`src/rtl/cache_2way.sv`:
```
// Two-way set-associative write-back cache: 8 sets, 128-bit lines, 16-bit CPU words.
// Hits complete combinationally in IDLE; misses optionally write back the victim, then refill.
module cache_2way (
    input  logic         clk,
    input  logic         reset,
    input  logic [15:0]  mem_address,
    input  logic         mem_read,
    input  logic         mem_write,
    input  logic [1:0]   mem_wmask,
    input  logic [15:0]  mem_wdata,
    output logic [15:0]  mem_rdata,
    output logic         mem_resp,
    output logic [15:0]  pmem_address,
    output logic         pmem_read,
    output logic         pmem_write,
    output logic [127:0] pmem_wdata,
    input  logic [127:0] pmem_rdata,
    input  logic         pmem_resp
);

    typedef enum logic [1:0] {
        S_IDLE      = 2'd0,
        S_WRITEBACK = 2'd1,
        S_ALLOCATE  = 2'd2
    } state_t;

    state_t state_q, state_d;

    logic [1:0][7:0] valid_q, valid_d;
    logic [1:0][7:0] dirty_q, dirty_d;
    logic [7:0]      lru_q, lru_d;
    logic            victim_q, victim_d;
    logic [11:0]     line_q, line_d;

    logic [8:0]   tag_mem  [2][8];
    logic [127:0] data_mem [2][8];

    logic [8:0]   req_tag;
    logic [2:0]   req_idx;
    logic [2:0]   req_off;
    logic [6:0]   word_lsb;
    logic         addr_byte_unused;

    assign req_tag          = mem_address[15:7];
    assign req_idx          = mem_address[6:4];
    assign req_off          = mem_address[3:1];
    assign word_lsb         = {req_off, 4'b0000};
    assign addr_byte_unused = mem_address[0];

    logic [1:0]   way_hit;
    logic [127:0] way_line [2];

    genvar gi;
    generate
        for (gi = 0; gi < 2; gi++) begin : g_way
            assign way_hit[gi]  = valid_q[gi][req_idx] && (tag_mem[gi][req_idx] == req_tag);
            assign way_line[gi] = data_mem[gi][req_idx];
        end
    endgenerate

    logic         hit;
    logic         hit_way;
    logic [127:0] hit_line;
    logic [127:0] merged_line;
    logic         victim_sel;
    logic [2:0]   fill_idx;
    logic [8:0]   fill_tag;

    assign hit       = |way_hit;
    assign hit_way   = way_hit[1];
    assign hit_line  = way_line[hit_way];
    assign mem_rdata = hit_line[word_lsb +: 16];

    // The miss line is captured on entry so a dropped request cannot redirect the fill.
    assign fill_idx   = line_q[2:0];
    assign fill_tag   = line_q[11:3];
    assign pmem_wdata = data_mem[victim_q][fill_idx];

    always_comb begin
        merged_line = hit_line;
        if (mem_wmask[0]) merged_line[word_lsb +: 8]         = mem_wdata[7:0];
        if (mem_wmask[1]) merged_line[word_lsb + 7'd8 +: 8]  = mem_wdata[15:8];
    end

    always_comb begin
        if (!valid_q[0][req_idx])      victim_sel = 1'b0;
        else if (!valid_q[1][req_idx]) victim_sel = 1'b1;
        else                           victim_sel = lru_q[req_idx];
    end

    logic hit_wr;
    logic fill_wr;

    always_comb begin
        state_d      = state_q;
        valid_d      = valid_q;
        dirty_d      = dirty_q;
        lru_d        = lru_q;
        victim_d     = victim_q;
        line_d       = line_q;
        mem_resp     = 1'b0;
        pmem_read    = 1'b0;
        pmem_write   = 1'b0;
        pmem_address = 16'h0000;
        hit_wr       = 1'b0;
        fill_wr      = 1'b0;
        case (state_q)
            S_IDLE: begin
                if (mem_read || mem_write) begin
                    if (hit) begin
                        mem_resp       = 1'b1;
                        lru_d[req_idx] = ~hit_way;
                        if (mem_write) begin
                            hit_wr                   = 1'b1;
                            dirty_d[hit_way][req_idx] = 1'b1;
                        end
                    end else begin
                        victim_d = victim_sel;
                        line_d   = mem_address[15:4];
                        if (valid_q[victim_sel][req_idx] && dirty_q[victim_sel][req_idx])
                            state_d = S_WRITEBACK;
                        else
                            state_d = S_ALLOCATE;
                    end
                end
            end
            S_WRITEBACK: begin
                pmem_write   = 1'b1;
                pmem_address = {tag_mem[victim_q][fill_idx], fill_idx, 4'b0000};
                if (pmem_resp) state_d = S_ALLOCATE;
            end
            S_ALLOCATE: begin
                pmem_read    = 1'b1;
                pmem_address = {line_q, 4'b0000};
                if (pmem_resp) begin
                    fill_wr                     = 1'b1;
                    valid_d[victim_q][fill_idx] = 1'b1;
                    dirty_d[victim_q][fill_idx] = 1'b0;
                    state_d                     = S_IDLE;
                end
            end
            default: state_d = S_IDLE;
        endcase
    end

    always_ff @(posedge clk or posedge reset) begin
        if (reset) begin
            state_q  <= S_IDLE;
            valid_q  <= '0;
            dirty_q  <= '0;
            lru_q    <= '0;
            victim_q <= 1'b0;
            line_q   <= '0;
        end else begin
            state_q  <= state_d;
            valid_q  <= valid_d;
            dirty_q  <= dirty_d;
            lru_q    <= lru_d;
            victim_q <= victim_d;
            line_q   <= line_d;
        end
    end

    // Tag and data storage carry no reset; validity alone qualifies their contents.
    always_ff @(posedge clk) begin
        if (fill_wr) begin
            data_mem[victim_q][fill_idx] <= pmem_rdata;
            tag_mem[victim_q][fill_idx]  <= fill_tag;
        end else if (hit_wr) begin
            data_mem[hit_way][req_idx] <= merged_line;
        end
    end

endmodule

```
`config.mk`:
```
export PLATFORM = sky130hd
export DESIGN_NAME = cache_2way
export DESIGN_NICKNAME = d
export VERILOG_FILES = /design/src/rtl/cache_2way.sv
export SDC_FILE = /design/constraint.sdc
export NUM_CORES = 2
export LEC_CHECK = 0
export ABC_CLOCK_PERIOD_IN_PS = 21200
export CORE_UTILIZATION = 40
export DETAILED_ROUTE_END_ITERATION = 7
export GPL_ROUTABILITY_DRIVEN = 0
export PLACE_DENSITY = 0.61
export SYNTH_ARGS = -nofsm -noshare
export SYNTH_HDL_FRONTEND = slang
export SYNTH_SLANG_ARGS = --single-unit
```
`constraint.sdc`:
```
create_clock -name clk -period 21.2 [get_ports clk]
set_input_delay 4.24 -clock clk [delete_from_list [all_inputs] [get_ports clk]]
set_output_delay 4.24 -clock clk [all_outputs]
set_load 0.005 [all_outputs]
```
Word level (Yosys, flattened, before mapping)
Memories as Yosys holds them, arrays and structs flattened.
Cells that the tools add are included.
{"block": "word_totals", "regBits": 55, "ramBits": 2192, "inputBits": 167, "out_inout_bits": 163, "word_cells": 158, "n_memories": 2}
{"memory": "data_mem", "words": 2, "word_bits": 1024, "read_ports": 3, "rd_ports_with_merged_regs": 0, "write_ports": 1, "line_no": "36", "source": "logic [127:0] data_mem [2][8];"}
{"memory": "tag_mem", "words": 2, "word_bits": 72, "read_ports": 3, "rd_ports_with_merged_regs": 0, "write_ports": 1, "line_no": "35", "source": "logic [8:0] tag_mem [2][8];"}
{"block": "classes", "addsub": 3, "magnitude_cmp": 14, "eq_ne": 10, "shifts": 5, "muxes": 88, "n_bitwise": 9, "n_reduce_logical": 19}
{"op": "$mux W1024", "n": 4}
{"op": "$mux W128", "n": 13}
{"op": "$bmux W128 S3", "n": 3}
{"op": "$reduce_or A1024 Y1", "n": 1}
{"op": "$demux W128 S3", "n": 2}
{"op": "$bwmux W128", "n": 2}
{"op": "$shift A8 B9 Y128 const A", "n": 2}
{"op": "$shiftx A8 B9 Y128", "n": 2}
{"op": "$shiftx A128 B8 Y16", "n": 1}
{"op": "$bmux W9 S3", "n": 3}
{"op": "$mux W72", "n": 1}
{"op": "$mux W16", "n": 4}
{"op": "$pmux W16 S2", "n": 2}
{"op": "$mux W9", "n": 7}
{"op": "$mux W8", "n": 6}
{"op": "$or A16 B16 Y16", "n": 2}
{"op": "$demux W9 S3", "n": 1}
{"op": "$mux W1", "n": 24}
{"op": "$eq A9 B9 Y1", "n": 2}
{"op": "$neg A7 Y9", "n": 2}
{"op": "$and A16 B16 Y16", "n": 1}
{"op": "$demux W8 S1", "n": 2}
{"op": "$not A16 Y16", "n": 1}
{"op": "$bmux W1 S3", "n": 5}
{"op": "other kinds (27)", "n": 55}

Longest topological paths before layout
{"block": "depth", "word_depth": 15, "ltp_mapped": 16, "mapped_depth_nobuf": 9}

Worst setup path before layout
OpenSTA, ideal clock, no wires.
{"block": "synth_timing", "kind": "in2reg", "startpoint": "input port mem_address[5]", "endpoint": "memory data_mem[1][1000] in the netlist's numbering (enable)", "setup_time_ns": 0.792, "arrival_time_ns": 15.533, "t_required_ns": 20.408, "slack_ns": 4.876, "stages": 13, "n_path_buf": 5, "path_cell_list": "buf_6 > mux2_2 > a221o_1 > a22oi_2 > xnor2_1 > or2_1 > buf_6 > or3_1 > buf_4 > buf_6 > or2_1 > buf_2 > o21ai_0"}
{"block": "synth_between", "elab_chain_len": 15, "word_cells_on_any_way": 30, "cone_classes": "2 x order compare; 2 x eq/ne; 20 x mux; 1 x bitwise; 5 x reduce/logical"}
{"item": "start: declaration", "line_no": "6", "source": "input logic [15:0] mem_address,"}
{"item": "$not A3 Y4 (not written as such)", "line_no": "56, 170"}
{"item": "$bmux W9 S3", "line_no": "56", "source": "assign way_hit[gi] = valid_q[gi][req_idx] && (tag_mem[gi][req_idx] == req_tag);"}
{"item": "$mux W9 (not written as such) (2 in series)", "line_no": "56"}
{"item": "$eq A9 B9 Y1", "line_no": "56"}
{"item": "$logic_and A1 B1 Y1", "line_no": "56"}
{"item": "$reduce_or A2 Y1", "line_no": "69", "source": "assign hit = |way_hit;"}
{"item": "$mux W1", "line_no": "110", "source": "if (hit) begin"}
{"item": "$mux W1", "line_no": "109", "source": "if (mem_read || mem_write) begin"}
{"item": "$mux W1", "line_no": "107", "source": "case (state_q)"}
{"item": "$mux W1", "line_no": "169", "source": "end else if (hit_wr) begin"}
{"item": "$mux W1", "line_no": "166", "source": "if (fill_wr) begin"}
{"item": "$mux W1024 (not written as such)", "line_no": "170", "source": "data_mem[hit_way][req_idx] <= merged_line;"}
{"item": "$reduce_or A1024 Y1 (no source line)"}
{"item": "$mux W1 (no source line) / $mux W1024 (equally long branches)"}
{"item": "end: declaration", "line_no": "36"}
Several ways; a longest one is shown, not always the timed one. The select of a mux whose other input is x is not followed.

Worst setup path after layout
{"block": "layout_timing", "startpoint": "input port mem_address[5]", "endpoint": "output port mem_rdata[9]"}
{"block": "layout_between", "elab_chain_len": 11, "word_cells_on_any_way": 19, "cone_classes": "1 x eq/ne; 1 x shift; 14 x mux; 2 x bitwise; 1 x reduce/logical"}
{"item": "$not A3 Y4 (not written as such)", "line_no": "56, 57"}
{"item": "$bmux W9 S3", "line_no": "56"}
{"item": "$mux W9 (not written as such) (2 in series)", "line_no": "56"}
{"item": "$eq A9 B9 Y1", "line_no": "56"}
{"item": "$logic_and A1 B1 Y1", "line_no": "56"}
{"item": "$not A1 Y2 (not written as such)", "line_no": "71", "source": "assign hit_line = way_line[hit_way];"}
{"item": "$mux W128 (not written as such) (*) (3 in series)", "line_no": "71"}
{"item": "$shiftx A128 B8 Y16 (*)", "line_no": "72", "source": "assign mem_rdata = hit_line[word_lsb +: 16];"}
{"item": "end: declaration", "line_no": "11", "source": "output logic [15:0] mem_rdata,"}
Mark *: on every way between the ends. The rest lies on a longest branch, timed or not. The select of a mux whose other input is x is not followed.

==> results.toml <==
[logic_synthesis]
synth-async-reset-ratio_pct = 2.45
synth_top_family_by_area = "multiplexers"
synthCells = 6269
synth_edf_count = 2192
synth-seq-area-share_pct = 64.0
yosys.area_share.simple_pct = 3.53
yosys.area_share.adder_pct = 0.107
synth_cell_types = 77
avgSynthCellArea_um2 = 16.8
syn_area_um2 = 105000
synth_compound_area_share_pct = 9.71
synth_xor_area_share_pct = 0.142
yosys_warnings = 0
ys.flop_type = "edfxtp_1"
yosys_register_bits = 2247
synthMuxAreaShare_pct = 20.2

[sta]
slew_violations = 2
hold_violations = 0
rsz0062_at_grt = "no"
worst_slew_pin_slew_ns = 1.55
tns_ns = 0
maxSlewHeadroom_pct = -3.36
finalCritPeriodShare_pct = 74.0
final.setup_skew_ns = 0.127
setup_viol = 0
whs_ns = 0.500
timing.fmax_ghz = 0.0637
fin_crit_ns = 15.70

[clocking]
clk_latency_ns = 0.94
cts.sinks = 2247
cts_root_buffer = "clkbuf_16"
tritoncts = "done"
cts_made_buffers = 225
postCtsSetupRepairBufs = 0
path_clk_slew_ns = 0.06
h-tree-depth = 4
cts_resized = 0
clockBufferDepth = 3
ctsHoldBuffers = 0

[setup_path]
crit_required_ns = 16.96
critPathLaunchType = "primary input"
slowest_stage = "or2_1"
cp_common_cell = "buf_4"
crit_type = "primary input to primary output"
cp_num_buf_inv = 4
cp.arrival_ns = 11.46
crit_chain = "buf_8 > buf_4 > nor2b_4 > a221oi_1 > o22ai_1 > xor2_1 > or2_1 > or3_4 > buf_4 > mux2i_1 > a22oi_1 > a211oi_1 > clkdlybuf4s50_1"
critPathTopFamily = "buffers and inverters"
critical_path.max_stage_delay_ns = 0.85
critPathCaptureType = "primary output"
path_max_fanout = 53

[die]
initial_utilization_pct = 40.3
ios = 330
dieHeight_um = 514
core_area_um2 = 260000
die_w_um = 514
num_rows = 187
dieArea_um2 = 265000

[route]
ant_nets = 0
drtIter0Drc = 12000
via_count = 71800
routedWlPerCell_um = 41.0
drc = 0
viasPerCell = 7.05
wirelength_um = 417000
dr.pass1.iters = 6

[global_routing]
grt_pass1_wl_um = 568000
grt_usage_pct = 31.0
grt.overflow.total = 0
grt_max_degree = 165
grt_pass1_vias = 69700
antenna_found_initial = 31

[finish]
syn2layout_area_growth_pct = 14.4
drive_gt1_share_pct = 22.8
fin_nets = 6658
regArea_um2 = 67200
nFillCells = 22100
multiInputGateArea_um2 = 35800
mostFrequentLayoutCell = "edfxtp_1"
final_cell_mix = "edfxtp_1, mux4_2, a22oi_1, clkdlybuf4s50_1, nor2_1"

[placed_design]
place_hpwl_um = 241000
portBuffers = 324

[power_and_ir_drop]
leakagePower_uw = 0.0376
p_per_area_nw_per_um2 = 117
irDropWorstVdd_uv = 123

[run]
drv_cap = 2

[outcome]
violations = "max-capacitance violations, max-slew violations"
outcome = "finished with violations"

[worst_hold_path]
hold_path.class = "register to register"
[stage by stage]
step                util [%]  cells  power, uW  cell area, um2  worst slack, ns
finish                  46.2  10200      14100          120000             5.50
global route            46.1  10200      14400          120000             5.77
CTS                     46.1  10200      14000          120000             5.87
detailed placement      43.2   9750       9930          112000             5.87
global placement        43.2   9750       9910          112000             5.88
floorplan                  -   6272       8030          105000             4.88
[Yosys cell counts (8+ instances only)]
cell	instances	area share (%)
buf_6	10	0.11
or2_2	17	0.10
o21ai_0	113	0.54
mux2i_1	281	2.7
a221oi_1	222	1.9
buf_4	31	0.22
mux4_2	723	15
mux2_2	188	2.0
a221o_1	32	0.30
a22o_1	59	0.49
o22ai_1	57	0.34
nand4_1	76	0.45
a222oi_1	19	0.18
nand2_1	206	0.74
a31oi_1	35	0.21
and3_1	36	0.21
ha_1	9	0.11
o21a_1	10	0.071
o221ai_1	12	0.10
buf_2	102	0.49
a21oi_1	285	1.4
inv_1	40	0.14
dfrtp_1	55	1.3
or3_1	14	0.083
xor2_1	10	0.083
a22oi_1	502	3.6
clkbuf_1	264	0.94
nand2b_1	16	0.095
nor3_1	8	0.038
o211ai_1	17	0.12
nor4_1	11	0.066
o31ai_1	12	0.086
nor2b_1	12	0.071
nor2_1	329	1.2
edfxtp_1	2192	63
nand3_1	38	0.18
a21boi_0	9	0.064
buf_1	120	0.43
[worst paths after layout]
| kind | startpoint | to | slack, ns | cells after the start |
|---|---|---|---|---|
| max | mem_address[5] | mem_rdata[9] | 5.50 | 13 |
| min in group asynchronous | reset | line_q[11] | 3.92 | 3 |
| min reg2reg | valid_q[9] | valid_q[9] | 0.50 | 1 |
| min | valid_q[9] | valid_q[9] | 0.50 | 1 |
| max in group asynchronous | reset | line_q[1] | 16.61 | 3 |
| max reg2reg | tag_mem[1][62] | data_mem[0][558] | 14.48 | 10 |
[kinds of logic after synthesis]
family                     after synthesis
xor gates and xnor gates                17
other                                    1
adders and majority gates                9
muxes                                 1193
buffers and inverters                  570
DFF                                   2247
and+or+nand+nor                        799
AOI/OAI and AO/OA                     1433
[report_power, final]
part	switching (uW)	internal, uW	leakage (uW)
Clock	1820	2340	0.00370
Sequential	214	5200	0.0204
Combinational	2410	2070	0.0135
[layout make-up]
type / count / area share, %
antenna: 15 / 0.0312
clock buffer: 260 / 4.79
clock inverter: 162 / 1.57
inverter: 43 / 0.148
multi-input combinational: 3455 / 29.8
sequential: 2247 / 55.9
tap: 3496 / 3.64
timing repair buffer: 510 / 4.12
[worst reg2reg max path, delay by kind of cell, from the launching register on]
family / cells / cell delay, ns
flip-flops: 1 / 0.40
AND/OR/NAND/NOR: 3 / 2.31
XOR/XNOR: 1 / 0.38
AO/OA/AOI/OAI: 3 / 1.50
buffers and inverters: 2 / 1.34
multiplexers: 1 / 0.29
[sequential cells by signal, summed over array words and instances (netlist names)]
name,flops
tag_mem,144
state_q,2
lru_q,8
dirty_q,16
line_q,12
data_mem,2048
valid_q,16
victim_q,1
[per-layer routing]
metal	vias up	GRT usage, %	routed length [um]
met5	-	0	337
met4	26	19.4	31100
met3	1270	9.21	60600
met2	6462	45.0	179000
met1	37100	40.7	146000
li1	27000	-	-
No activity file was read; power rests on OpenSTA's default activity.
